$ cat src/rtl/uart_pkg.sv
// Shared widths, reset divisor and types for the UART fractional baud generator.
package uart_pkg;

  localparam int BAUD_DIV_W        = 16;
  localparam int BAUD_FRAC_W       = 4;
  localparam int BAUD_DIV_INT_RST  = 868;
  localparam int BAUD_DIV_FRAC_RST = 1;

  typedef struct packed {
    logic [BAUD_DIV_W-1:0]  div_int;
    logic [BAUD_FRAC_W-1:0] div_frac;
  } baud_div_t;

  typedef enum logic {
    STRB_END = 1'b0,
    STRB_MID = 1'b1
  } strb_pos_e;

endpackage

$ cat src/rtl/uart_baud_chan.sv
// One baud channel: period down-counter, fractional accumulator, pending divisor
// handling and a strobe at either the end or the middle of each bit period.
module uart_baud_chan
  import uart_pkg::*;
#(
  parameter int        DIV_W        = BAUD_DIV_W,
  parameter int        FRAC_W       = BAUD_FRAC_W,
  parameter int        DIV_INT_RST  = BAUD_DIV_INT_RST,
  parameter int        DIV_FRAC_RST = BAUD_DIV_FRAC_RST,
  parameter strb_pos_e POS          = STRB_END
) (
  input  logic              clk,
  input  logic              rst_n,
  input  logic              en,
  input  logic              restart,
  input  logic              load,
  input  logic [DIV_W-1:0]  sh_int,
  input  logic [FRAC_W-1:0] sh_frac,
  input  logic [DIV_W-1:0]  sh_int_nxt,
  input  logic [FRAC_W-1:0] sh_frac_nxt,
  output logic              strb,
  output logic              pend_nxt
);

  localparam logic [DIV_W-1:0] ONE_D   = {{(DIV_W-1){1'b0}}, 1'b1};
  localparam logic [DIV_W:0]   ONE_P   = {{DIV_W{1'b0}}, 1'b1};
  localparam logic [DIV_W-1:0] RST_INT = DIV_INT_RST[DIV_W-1:0];
  localparam logic [DIV_W-1:0] RST_CNT = RST_INT - ONE_D;

  logic [DIV_W-1:0]  act_int_r;
  logic [FRAC_W-1:0] act_frac_r;
  logic [FRAC_W-1:0] acc_r;
  logic [DIV_W-1:0]  cnt_r;
  logic [DIV_W:0]    per_r;
  logic              pend_r;
  logic              strb_r;

  logic              idle_s;
  logic              reload_s;
  logic              apply_s;
  logic              hit_s;
  logic [DIV_W-1:0]  int_base_s;
  logic [FRAC_W-1:0] frac_base_s;
  logic [FRAC_W-1:0] acc_base_s;
  logic [FRAC_W:0]   sum_s;
  logic [DIV_W:0]    per_nxt_s;
  logic [DIV_W:0]    cnt_load_s;
  logic              pend_nxt_s;

  // Next-period arithmetic; a pending shadow divisor replaces the active one at the boundary.
  always_comb begin
    idle_s      = !en || restart;
    reload_s    = !idle_s && (cnt_r == '0);
    apply_s     = reload_s && pend_r;
    int_base_s  = apply_s ? sh_int  : act_int_r;
    frac_base_s = apply_s ? sh_frac : act_frac_r;
    acc_base_s  = apply_s ? '0      : acc_r;
    sum_s       = {1'b0, acc_base_s} + {1'b0, frac_base_s};
    per_nxt_s   = {1'b0, int_base_s} + {{DIV_W{1'b0}}, sum_s[FRAC_W]};
    cnt_load_s  = per_nxt_s - ONE_P;
    if (POS == STRB_MID) begin
      hit_s = ({1'b0, cnt_r} == (per_r - (per_r >> 1)));
    end else begin
      hit_s = (cnt_r == '0);
    end
    if (idle_s) begin
      pend_nxt_s = 1'b0;
    end else if (load) begin
      pend_nxt_s = 1'b1;
    end else if (reload_s) begin
      pend_nxt_s = 1'b0;
    end else begin
      pend_nxt_s = pend_r;
    end
  end

  // Channel state: idle follows the shadow, enabled counts down and reloads at zero.
  always_ff @(posedge clk or negedge rst_n) begin
    if (!rst_n) begin
      act_int_r  <= RST_INT;
      act_frac_r <= DIV_FRAC_RST[FRAC_W-1:0];
      acc_r      <= '0;
      cnt_r      <= RST_CNT;
      per_r      <= {1'b0, RST_INT};
      pend_r     <= 1'b0;
      strb_r     <= 1'b0;
    end else begin
      pend_r <= pend_nxt_s;
      strb_r <= !idle_s && hit_s;
      if (idle_s) begin
        act_int_r  <= sh_int_nxt;
        act_frac_r <= sh_frac_nxt;
        acc_r      <= '0;
        per_r      <= {1'b0, sh_int_nxt};
        cnt_r      <= sh_int_nxt - ONE_D;
      end else if (reload_s) begin
        act_int_r  <= int_base_s;
        act_frac_r <= frac_base_s;
        acc_r      <= sum_s[FRAC_W-1:0];
        per_r      <= per_nxt_s;
        cnt_r      <= cnt_load_s[DIV_W-1:0];
      end else begin
        cnt_r <= cnt_r - ONE_D;
      end
    end
  end

  assign strb     = strb_r;
  assign pend_nxt = pend_nxt_s;

endmodule

$ cat src/rtl/uart_baudgen_frac.sv
// Fractional baud-rate generator: shadow divisor register with clamp, and
// independent TX (bit end) and RX (bit middle) strobe channels.
module uart_baudgen_frac
  import uart_pkg::*;
#(
  parameter int DIV_W        = BAUD_DIV_W,
  parameter int FRAC_W       = BAUD_FRAC_W,
  parameter int DIV_INT_RST  = BAUD_DIV_INT_RST,
  parameter int DIV_FRAC_RST = BAUD_DIV_FRAC_RST
) (
  input  logic              clk,
  input  logic              rst_n,
  input  logic [DIV_W-1:0]  i_div_int,
  input  logic [FRAC_W-1:0] i_div_frac,
  input  logic              i_div_load,
  input  logic              i_tx_en,
  input  logic              i_rx_en,
  input  logic              i_rx_resync,
  output logic              o_tx_strb,
  output logic              o_rx_strb,
  output logic              o_div_pending
);

  localparam logic [DIV_W-1:0] MIN_DIV = {{(DIV_W-2){1'b0}}, 2'b10};

  logic [DIV_W-1:0]  sh_int_r;
  logic [FRAC_W-1:0] sh_frac_r;
  logic              div_pending_r;

  logic [DIV_W-1:0]  div_int_clamp_s;
  logic [DIV_W-1:0]  sh_int_nxt_s;
  logic [FRAC_W-1:0] sh_frac_nxt_s;
  logic              tx_pend_nxt_s;
  logic              rx_pend_nxt_s;

  // Clamp the integer divisor so a period is never shorter than two clocks.
  always_comb begin
    if (i_div_int < MIN_DIV) begin
      div_int_clamp_s = MIN_DIV;
    end else begin
      div_int_clamp_s = i_div_int;
    end
    if (i_div_load) begin
      sh_int_nxt_s  = div_int_clamp_s;
      sh_frac_nxt_s = i_div_frac;
    end else begin
      sh_int_nxt_s  = sh_int_r;
      sh_frac_nxt_s = sh_frac_r;
    end
  end

  // Shadow divisor and the registered pending flag.
  always_ff @(posedge clk or negedge rst_n) begin
    if (!rst_n) begin
      sh_int_r      <= DIV_INT_RST[DIV_W-1:0];
      sh_frac_r     <= DIV_FRAC_RST[FRAC_W-1:0];
      div_pending_r <= 1'b0;
    end else begin
      sh_int_r      <= sh_int_nxt_s;
      sh_frac_r     <= sh_frac_nxt_s;
      div_pending_r <= tx_pend_nxt_s | rx_pend_nxt_s;
    end
  end

  uart_baud_chan #(
    .DIV_W       (DIV_W),
    .FRAC_W      (FRAC_W),
    .DIV_INT_RST (DIV_INT_RST),
    .DIV_FRAC_RST(DIV_FRAC_RST),
    .POS         (STRB_END)
  ) u_tx_chan (
    .clk        (clk),
    .rst_n      (rst_n),
    .en         (i_tx_en),
    .restart    (1'b0),
    .load       (i_div_load),
    .sh_int     (sh_int_r),
    .sh_frac    (sh_frac_r),
    .sh_int_nxt (sh_int_nxt_s),
    .sh_frac_nxt(sh_frac_nxt_s),
    .strb       (o_tx_strb),
    .pend_nxt   (tx_pend_nxt_s)
  );

  uart_baud_chan #(
    .DIV_W       (DIV_W),
    .FRAC_W      (FRAC_W),
    .DIV_INT_RST (DIV_INT_RST),
    .DIV_FRAC_RST(DIV_FRAC_RST),
    .POS         (STRB_MID)
  ) u_rx_chan (
    .clk        (clk),
    .rst_n      (rst_n),
    .en         (i_rx_en),
    .restart    (i_rx_resync),
    .load       (i_div_load),
    .sh_int     (sh_int_r),
    .sh_frac    (sh_frac_r),
    .sh_int_nxt (sh_int_nxt_s),
    .sh_frac_nxt(sh_frac_nxt_s),
    .strb       (o_rx_strb),
    .pend_nxt   (rx_pend_nxt_s)
  );

  assign o_div_pending = div_pending_r;

endmodule

$ cat config.mk
export PLATFORM = sky130hd
export DESIGN_NAME = uart_baudgen_frac
export DESIGN_NICKNAME = d
export VERILOG_FILES = /design/src/rtl/uart_pkg.sv /design/src/rtl/uart_baud_chan.sv /design/src/rtl/uart_baudgen_frac.sv
export SDC_FILE = /design/constraint.sdc
export NUM_CORES = 1
export LEC_CHECK = 0
export CORE_UTILIZATION = 66
export CTS_BUF_LIST = sky130_fd_sc_hd__clkbuf_2
export CTS_CLUSTER_SIZE = 40
export DETAILED_ROUTE_END_ITERATION = 8
export DONT_BUFFER_PORTS = 1
export PLACE_DENSITY = 0.86
export SKIP_CTS_REPAIR_TIMING = 1
export SYNTH_ARGS = -nofsm -noshare
export SYNTH_HDL_FRONTEND = slang
export SYNTH_SLANG_ARGS = --single-unit
$ cat constraint.sdc
create_clock -name clk -period 5.72 [get_ports clk]
set_input_delay 1.144 -clock clk [delete_from_list [all_inputs] [get_ports clk]]
set_output_delay 1.144 -clock clk [all_outputs]
set_load 0.05 [all_outputs]
==> results.json <==
{
  "gr-usage-all-layers_pct": 37.3,
  "die_area_um2": 13800,
  "setup.worst_path.class": "flip-flop to flip-flop",
  "numPortBuffers": 0,
  "async_reset_ff_share_pct": 100,
  "slew_headroom_pct": 35.3,
  "status": "finished, final reports clean",
  "drv_slew": 0,
  "avgSynthCellArea_um2": 8.35,
  "antenna_left": 0,
  "yosysUniqueCellTypes": 69,
  "vias": 8020,
  "cts_tree": "built",
  "max_cap_viol_count": 0,
  "end_kind": "flip-flop",
  "drc_errors": 0,
  "rsz0062_at_grt": "false",
  "layout.cells.most_common_list": "143 x nand2_1, 97 x nor2_1, 87 x dfrtp_1, 82 x a21oi_1, 63 x xnor2_1",
  "vdd_ir_drop_max_uv": 196,
  "path_buf_inv": 2,
  "final_common_cell": "nand2_1",
  "p_leak_nw": 3.86,
  "fp-row-count": 41,
  "grt_max_degree": 123,
  "grt-ovfl-total": 0,
  "clk_pin_slew_ns": 0.21,
  "required_ns": 6.38,
  "die-height_um": 117,
  "post-route-min-period_ns": 5.19,
  "n_fill_cell": 1035,
  "clock-root-buffer": "clkbuf_2",
  "p_per_area_nw_per_um2": 256,
  "crit_chain": "nor4_2, nand4_1, buf_4, nor4_2, nand2_1, nand2_1, ha_1, inv_1, fa_1, nor2b_1, o21ai_0, nand2b_1, ha_1, ha_1, nand4_1, o21ai_0, nand3_1, a31o_2, a2111oi_1, nand4_1, nand2b_1, xnor2_1, mux2i_1",
  "final_cells": 1224,
  "synthesis.nets": 1113,
  "max_stage_delay_ns": 0.51,
  "clock-sinks": 122,
  "post-dp-hpwl_um": 17900,
  "core_um2": 12800,
  "finalHoldViolations": 0,
  "initial_core_util_pct": 68.5,
  "yosysSeqAreaShare_pct": 35.2,
  "die_x_um": 117,
  "htreeDepth": 4,
  "grt_pass1_wl_um": 40000,
  "clock-skew-final_ns": 0.0323,
  "synth_top_cell_by_area": "dfrtp_1",
  "syn_area_um2": 8790,
  "ys_seq_elements": 122,
  "finalCritPeriodShare_pct": 90.8,
  "antenna_found_initial": 1,
  "avgRoutedWirePerCell_um": 20.0,
  "clk_latency_ns": 0.77,
  "yosys_warnings": 0,
  "syn_inst": 1052,
  "critPathMaxFanout": 7,
  "fin_nets": 1099,
  "critPathArrivalTime_ns": 5.85,
  "critical-path-slowest-cell": "dfrtp_1",
  "finalSetupTns_ns": 0,
  "synth-main-ff-cell": "dfrtp_1",
  "cts_made_buffers": 17,
  "drive_gt1_share_pct": 11.5,
  "dr.pass1.iters": 7,
  "cpLargestDelayFamily": "simple AND/OR/NAND/NOR gates",
  "synth-edff-count": 0,
  "setup_viol": 0,
  "clockBufferDepth": 2,
  "tightest_slew_ns": 0.966,
  "hp-class": "input pin to async pin",
  "area_growth_syn_to_layout_pct": 4.39,
  "via_per_inst": 6.55,
  "fin_hold_ws_ns": 0.0365,
  "gp_congestion": 0.919,
  "synth_top_area_share_pct": 24.8,
  "grt_pass1_vias": 7784,
  "fmax_ghz": 0.193,
  "setup_slack_ns": 0.527,
  "drt_iter0_markers": 862,
  "startpoint_type": "flip-flop",
  "pre_cts_ws_ns": 0.147,
  "wl_um": 24500,
  "dp.cells": 1189,
  "synthTopCellsByArea": "dfrtp_1 25%, dfstp_2 10%, xnor2_1 6.3%",
  "ios": 29
}
==> cell type report <==
class / count / area (µm²) / area share [%]
Multi-Input combinational cell: 832 / 5310 / 57.9
Sequential cell: 122 / 3100 / 33.8
Tap cell: 172 / 215 / 2.35
Timing Repair Buffer: 22 / 168 / 1.83
Inverter: 43 / 161 / 1.76
Clock inverter: 15 / 130 / 1.42
Clock buffer: 17 / 85.1 / 0.928
Antenna cell: 1 / 2.50 / 0.0273
==> per-layer routing <==
layer	wire [µm]	vias to the layer above	share of wire [%]	track usage, %
met2	11000	432	45	57.3
met3	2190	77	8.9	7.39
met1	10200	3822	42	49.6
met5	0	-	0	0
li1	-	3689	-	-
met4	1120	0	4.6	20.5
==> cells in the mapped netlist, types with 4 or more instances <==
library cell and n:
nor4_1 15, nor2_1 97, ha_1 32, nand3_1 27, a211oi_1 5, nor2b_1 10
nand2b_1 8, dfstp_2 35, nand3b_1 8, and4_1 5, o21ai_0 42, and3_1 12
o21ai_1 6, a31oi_1 27, nor4_2 4, xnor2_1 63, o211ai_1 4, a21oi_1 82
dfrtp_1 87, o21a_1 4, o22ai_1 5, o31ai_1 5, nand4_1 19, or3_1 11
xor2_1 37, mux2_2 17, a2111oi_0 5, inv_1 42, clkbuf_1 45, and2_1 7
a21o_1 11, nor3_1 34, buf_2 8, nand2_1 143, mux2i_1 42
==> stage by stage <==
| step | util [%] | area, µm² | power (mW) |
|---|---|---|---|
| after floorplan | - | 8790 | 1.64 |
| final | 71.5 | 9170 | 2.35 |
| after detailed placement | 69.7 | 8940 | 1.81 |
| after CTS | 71.4 | 9150 | 2.33 |
| after global routing | 71.5 | 9170 | 2.47 |
| after global placement | 69.7 | 8940 | 1.79 |
==> where the power goes <==
part	switching (mW)	internal [mW]	total, mW
registers	0.140	0.988	1.13
logic	0.389	0.306	0.696
clock network	0.368	0.154	0.522
==> cells by family (layout without fill, tap and decap cells) <==
| family | Yosys count | in the layout | synth area share (%) |
|---|---|---|---|
| AND/OR/NAND/NOR | 417 | 417 | 22.9 |
| multiplexers | 60 | 60 | 7.13 |
| adder cells (fa/ha/maj) | 35 | 35 | 5.24 |
| flip-flops | 122 | 122 | 35.2 |
| buffers and inverters | 98 | 97 | 4.39 |
| other | 0 | 1 | 0 |
| AO/OA/AOI/OAI | 220 | 220 | 15.1 |
| XOR/XNOR | 100 | 100 | 9.97 |
==> final timing paths <==
path                                                start                                  to  slack, ns  cells after the start
max                          u_rx_chan.cnt_r[3]$_DFF_PN0_       u_rx_chan.cnt_r[12]$_DFF_PN0_       0.53                     23
min                                                 rst_n        u_tx_chan.cnt_r[3]$_DFF_PN0_       0.04                      0
max reg2reg                  u_rx_chan.cnt_r[3]$_DFF_PN0_       u_rx_chan.cnt_r[12]$_DFF_PN0_       0.53                     23
min reg2reg                u_tx_chan.acc_r[2]$_DFFE_PN0P_      u_tx_chan.acc_r[2]$_DFFE_PN0P_       0.53                      2
max in group asynchronous                           rst_n       u_tx_chan.cnt_r[14]$_DFF_PN0_       4.83                      1
min in group clk                                  i_tx_en  u_tx_chan.act_int_r[9]$_DFFE_PN1P_       0.42                      1
==> sequential cells by signal, indices dropped and copies added, names as in the netlist <==
name,cells
u_rx_chan.acc_r,4
u_rx_chan.per_r,17
sh_int_r,16
u_tx_chan.pend_r,1
u_tx_chan.act_frac_r,4
u_rx_chan.pend_r,1
u_tx_chan.act_int_r,16
u_rx_chan.act_int_r,16
u_rx_chan.act_frac_r,4
u_rx_chan.cnt_r,16
o_div_pending,1
u_rx_chan.strb,1
u_tx_chan.acc_r,4
u_tx_chan.strb,1
sh_frac_r,4
u_tx_chan.cnt_r,16
==> worst reg2reg max path: stages (launching register included) <==
cell       delay [ns]
dfrtp_1          0.51
nor4_2           0.33
nand4_1          0.13
buf_4            0.18
nor4_2           0.26
nand2_1          0.14
nand2_1          0.09
ha_1             0.16
inv_1            0.06
fa_1             0.39
nor2b_1          0.11
o21ai_0          0.09
nand2b_1         0.14
ha_1             0.20
ha_1             0.31
nand4_1          0.18
o21ai_0          0.22
nand3_1          0.12
a31o_2           0.30
a2111oi_1        0.47
nand4_1          0.24
nand2b_1         0.23
xnor2_1          0.15
mux2i_1          0.08
Power figures use the tool's default switching activity.
